## src/rtl/uart_tx_fifo.sv

```systemverilog
// uart_tx_fifo: byte queue between the store write-select stage and the UART transmitter
module uart_tx_fifo #(
  parameter int DEPTH = 8,
  parameter int WIDTH = 8,
  parameter int CNT_W = $clog2(DEPTH) + 1
) (
  input  logic             clk,
  input  logic             rst_n,
  input  logic             wr_en,
  input  logic [WIDTH-1:0] wr_data,
  input  logic             flush,
  input  logic             ovf_clr,
  output logic             tx_valid,
  output logic [WIDTH-1:0] tx_data,
  input  logic             tx_ready,
  output logic             full,
  output logic             empty,
  output logic [CNT_W-1:0] level,
  output logic             overflow
);
  localparam int PW = $clog2(DEPTH);
  logic [WIDTH-1:0] mem [DEPTH];
  logic [PW-1:0] rd_ptr, wr_ptr, rd_ptr_nxt, wr_ptr_nxt;
  logic [CNT_W-1:0] level_nxt;
  logic pop, push_ok, drop, overflow_nxt;
  assign full = level == CNT_W'(DEPTH);
  assign empty = level == '0;
  assign tx_valid = !empty;
  assign tx_data = mem[rd_ptr];
  // A full queue still takes a push when the head leaves the same cycle; flush overrides all traffic
  always_comb begin
    pop = tx_valid && tx_ready;
    push_ok = wr_en && (!full || pop);
    drop = wr_en && full && !pop;
    rd_ptr_nxt = flush ? '0 : rd_ptr + PW'(pop);
    wr_ptr_nxt = flush ? '0 : wr_ptr + PW'(push_ok);
    level_nxt = flush ? '0 : level + CNT_W'(push_ok) - CNT_W'(pop);
    overflow_nxt = drop ? 1'b1 : ovf_clr ? 1'b0 : overflow;
  end
  // Pointer, occupancy and sticky overflow registers
  always_ff @(posedge clk or negedge rst_n) begin
    if (!rst_n) begin
      rd_ptr <= '0;
      wr_ptr <= '0;
      level <= '0;
      overflow <= 1'b0;
    end else begin
      rd_ptr <= rd_ptr_nxt;
      wr_ptr <= wr_ptr_nxt;
      level <= level_nxt;
      overflow <= overflow_nxt;
    end
  end
  // Storage array; cleared on reset so the head reads zero out of reset
  always_ff @(posedge clk or negedge rst_n) begin
    if (!rst_n) begin
      for (int i = 0; i < DEPTH; i++) mem[i] <= '0;
    end else if (push_ok && !flush) begin
      mem[wr_ptr] <= wr_data;
    end
  end
endmodule

```

## config.mk

```make
export PLATFORM = sky130hd
export DESIGN_NAME = uart_tx_fifo
export DESIGN_NICKNAME = d
export VERILOG_FILES = /design/src/rtl/uart_tx_fifo.sv
export SDC_FILE = /design/constraint.sdc
export NUM_CORES = 1
export LEC_CHECK = 0
export ABC_AREA = 1
export ABC_CLOCK_PERIOD_IN_PS = 2100
export CAP_MARGIN = 20
export CORE_ASPECT_RATIO = 0.75
export CORE_UTILIZATION = 50
export CTS_CLUSTER_DIAMETER = 150
export DETAILED_ROUTE_END_ITERATION = 10
export PLACE_DENSITY = 0.83
export SETUP_SLACK_MARGIN = 0.05
export SYNTH_ARGS = -nofsm -noshare
export SYNTH_HDL_FRONTEND = slang
export SYNTH_SLANG_ARGS = --single-unit
```

## constraint.sdc

```tcl
create_clock -name clk -period 2.1 [get_ports clk]
set_input_delay 0.42 -clock clk [delete_from_list [all_inputs] [get_ports clk]]
set_output_delay 0.42 -clock clk [all_outputs]
set_load 0.01 [all_outputs]
```

==> flow_metrics.py <==
metrics = {
    "synthesis": {
        "synth-seq-cells": 75,
        "yosys_warnings": 0,
        "ys_seq_area_share_pct": 47.8,
        "yosysUniqueCellTypes": 26,
        "async_flop_share_pct": 100,
        "ys.flop_type": "dfrtp_1",
        "avgSynthCellArea_sq_um": 7.89,
        "syn-cell-area_sq_mm": 0.00393,
        "synth_edf_count": 0,
        "yosysTopAreaCellShare_pct": 47.8,
        "netlist_instances": 498,
        "syn-num-nets": 521,
        "synthTopCellsByArea": "dfrtp_1 48%, nand2_1 15%, nand4_1 9.9%, o21ai_0 6.0%, nor2_1 5.5%",
        "yosys.area.top_type": "dfrtp_1",
    },
    "detailed_routing": {
        "wl_met3_um": 1140,
        "dr.first_iter.drc_count": 365,
        "m1WireLength_um": 4720,
        "ant_nets": 0,
        "viasPerCell": 5.84,
        "routed_wl_um": 11300,
        "dr.max_layer_used": "met4",
        "drc_errors": 0,
        "dr_total_vias": 3770,
        "met2_wirelength_um": 5190,
        "wire_per_inst_um": 17.5,
        "drt_first_pass_iters": 5,
    },
    "setup_path": {
        "worstPathRequired_ns": 1.68,
        "cp-start-kind": "flip-flop",
        "cp.arrival_ns": 1.81,
        "endpoint_kind": "output pin",
        "critical_path_class": "reg2out",
        "worstPathMaxFanout": 11,
    },
    "cells_and_area": {
        "fillerInstances": 563,
        "multi_input_area_sq_mm": 0.00188,
        "register_area_sq_mm": 0.00188,
        "syn_to_final_growth_pct": 23.2,
        "drive_above_1_share_pct": 17.6,
        "fin_util_pct": 64.8,
        "antenna_cells": 0,
        "final_nets": 562,
        "instances_no_fill": 645,
        "fin_area_sq_mm": 0.00484,
    },
    "sta": {
        "maxSlewViolCount": 0,
        "slew_headroom_pct": 56.9,
        "clock_skew_ns": 0.00809,
        "timing.fmax_ghz": 0.448,
        "fin_crit_sh_pct": 106,
        "finalWorstSetupSlack_ns": -0.131,
        "setup_viol": 8,
        "post-route-min-period_ns": 2.23,
        "hold_viol": 0,
        "tightest_slew_ns": 0.646,
        "rsz0062_at_grt": "yes",
    },
    "clock_tree": {
        "cts.reportedPaths.clkPinSlew_ns": 0.08,
        "cts_tree": "built",
        "clkSinkCount": 75,
        "cts_buffers": 9,
        "cts.path.max_buffers": 2,
        "insertion_delay_ns": 0.36,
        "cts_root_buffer": "clkbuf_8",
        "cts.htree.levels": 3,
    },
    "power": {
        "pwr-share-comb_pct": 48.6,
        "power.leakage_nw": 2.46,
        "internal_power_mw": 3.70,
        "netSwitchingPower_mw": 2.65,
        "pwr-share-seq_pct": 33.2,
        "power.density_mw_per_mm2": 1310,
        "clkPwrFrac_pct": 18.2,
        "peakVddDrop_v": 0.000563,
        "switching_share_pct": 41.7,
        "total_power_mw": 6.35,
    },
    "floorplanning": {
        "rows": 27,
        "dieWidth_um": 104,
        "die_h_um": 78.8,
        "coreArea_sq_mm": 0.00747,
        "ios": 30,
        "start_util_pct": 52.6,
        "dieArea_sq_mm": 0.00822,
    },
    "global_route": {
        "grt_antenna_before_repair": 0,
        "grt_max_degree": 43,
        "grt_use_total_pct": 28.7,
        "grt_pass1_wl_um": 18300,
        "grt_overflow_total": 0,
        "grt_pass1_vias": 3607,
    },
    "place": {
        "placed_area_sq_mm": 0.00447,
        "dp_hpwl_um": 6870,
        "dp_slack_ns": 0.00366,
        "io_buffers": 29,
        "placed_cells": 619,
        "gp_congestion": 0.896,
    },
    "job": {
        "cap_violations": 0,
    },
    "status": {
        "status": "finished with violations",
        "violations": "setup timing",
    },
    "min_path": {
        "hp-class": "in2async",
    },
}
## cell usage in the layout, fill, tap and decap left out, types with 6 or more instances in the layout
cell,n
nand2_1,157
dfrtp_1,72
nand4_1,62
nor2_1,53
o21ai_1,29
buf_4,29
o21ai_0,19
inv_1,17
clkdlybuf4s50_1,17
clkbuf_8,10
nand3_1,8
buf_2,6
## synthesized netlist by cell type, types with 2 or more instances
| library cell | n |
|---|---|
| nand4_1 | 62 |
| o21ai_0 | 47 |
| nand3_1 | 8 |
| clkbuf_1 | 18 |
| buf_2 | 4 |
| nor3_4 | 3 |
| o21ai_1 | 5 |
| inv_1 | 20 |
| buf_4 | 4 |
| buf_1 | 2 |
| nor3_2 | 2 |
| ha_1 | 8 |
| nand2_1 | 160 |
| clkbuf_2 | 8 |
| nand2_2 | 2 |
| nor2_1 | 58 |
| dfrtp_1 | 75 |
| a21oi_1 | 4 |
## power groups by stage
| stage | clock network, mW | logic [mW] | registers, mW |
|---|---|---|---|
| after floorplan | 0 | 1.55 | 2.05 |
| after global placement | 0 | 2.59 | 2.07 |
| after detailed placement | 0 | 2.66 | 2.09 |
| after CTS | 1.16 | 2.91 | 2.09 |
| after global routing | 1.23 | 3.39 | 2.15 |
| final | 1.16 | 3.08 | 2.11 |
## logic make-up after synthesis
kind of cell    share of synthesized area (%)
compound gates                           7.52
xor+xnor                                0.223
fa+ha+maj                                3.06
buf+inv                                  6.75
simple gates                             34.7
flops                                    47.8
## layout make-up
class	count	share of cell area [%]
sequential	75	38.9
multi-input combinational	365	38.9
timing repair buffer	68	13.8
tap	101	2.61
clock buffer	10	2.84
inverter	20	1.60
clock inverter	6	1.34
## timing repair
| item | in CTS | in global routing |
|---|---|---|
| hold buffers | 0 | 0 |
| gates cloned | 2 | 0 |
| setup buffers | 6 | 4 |
| setup endpoints to repair | 11 | 10 |
| gates resized for setup | 82 | 11 |
| pin swaps | 6 | 6 |
| endpoints found under the hold margin | 0 | 0 |
## sequential cells by signal (all words and copies together) (netlist names)
register	count
level	4
mem	64
overflow	1
rd_ptr	3
wr_ptr	3
## critical path, stage by stage, from the launching register on
cell	delay [ns]
dfrtp_2	0.45
buf_4	0.15
buf_6	0.12
buf_16	0.14
o21ai_0	0.16
o21ai_1	0.07
nand2_1	0.07
nand2_1	0.06
clkdlybuf4s15_2	0.22
## final timing paths
check / startpoint / end / slack (ns) / cells after the start
min in group clk: mem[19]$_DFFE_PN0P_ / mem[19]$_DFFE_PN0P_ / 0.48 / 2
hold / removal: rst_n / wr_ptr[1]$_DFF_PN0_ / 0.05 / 1
max in group asynchronous: rst_n / mem[17]$_DFFE_PN0P_ / 1.46 / 2
hold reg to reg: mem[19]$_DFFE_PN0P_ / mem[19]$_DFFE_PN0P_ / 0.48 / 2
setup / recovery: rd_ptr[0]$_DFF_PN0_ / tx_data[7] / -0.13 / 8
setup reg to reg: level[2]$_DFF_PN0_ / level[1]$_DFF_PN0_ / 0.16 / 11
## routing by layer
metal	vias to the layer above	global-route usage [%]
met5	-	0
met4	0	9.43
met3	23	7.72
met2	219	44.9
met1	1788	38.9
li1	1740	-
## metrics by stage
stage	setup TNS (ns)	hold WS, ns
2_1_floorplan	0	0.124
3_3_place_gp	0	0.450
3_5_place_dp	0	0.449
4_1_cts	-0.313	0.0602
5_1_grt	-1.16	0.0837
6_report	-0.509	0.0464
No activity file was read; power rests on OpenSTA's default activity.
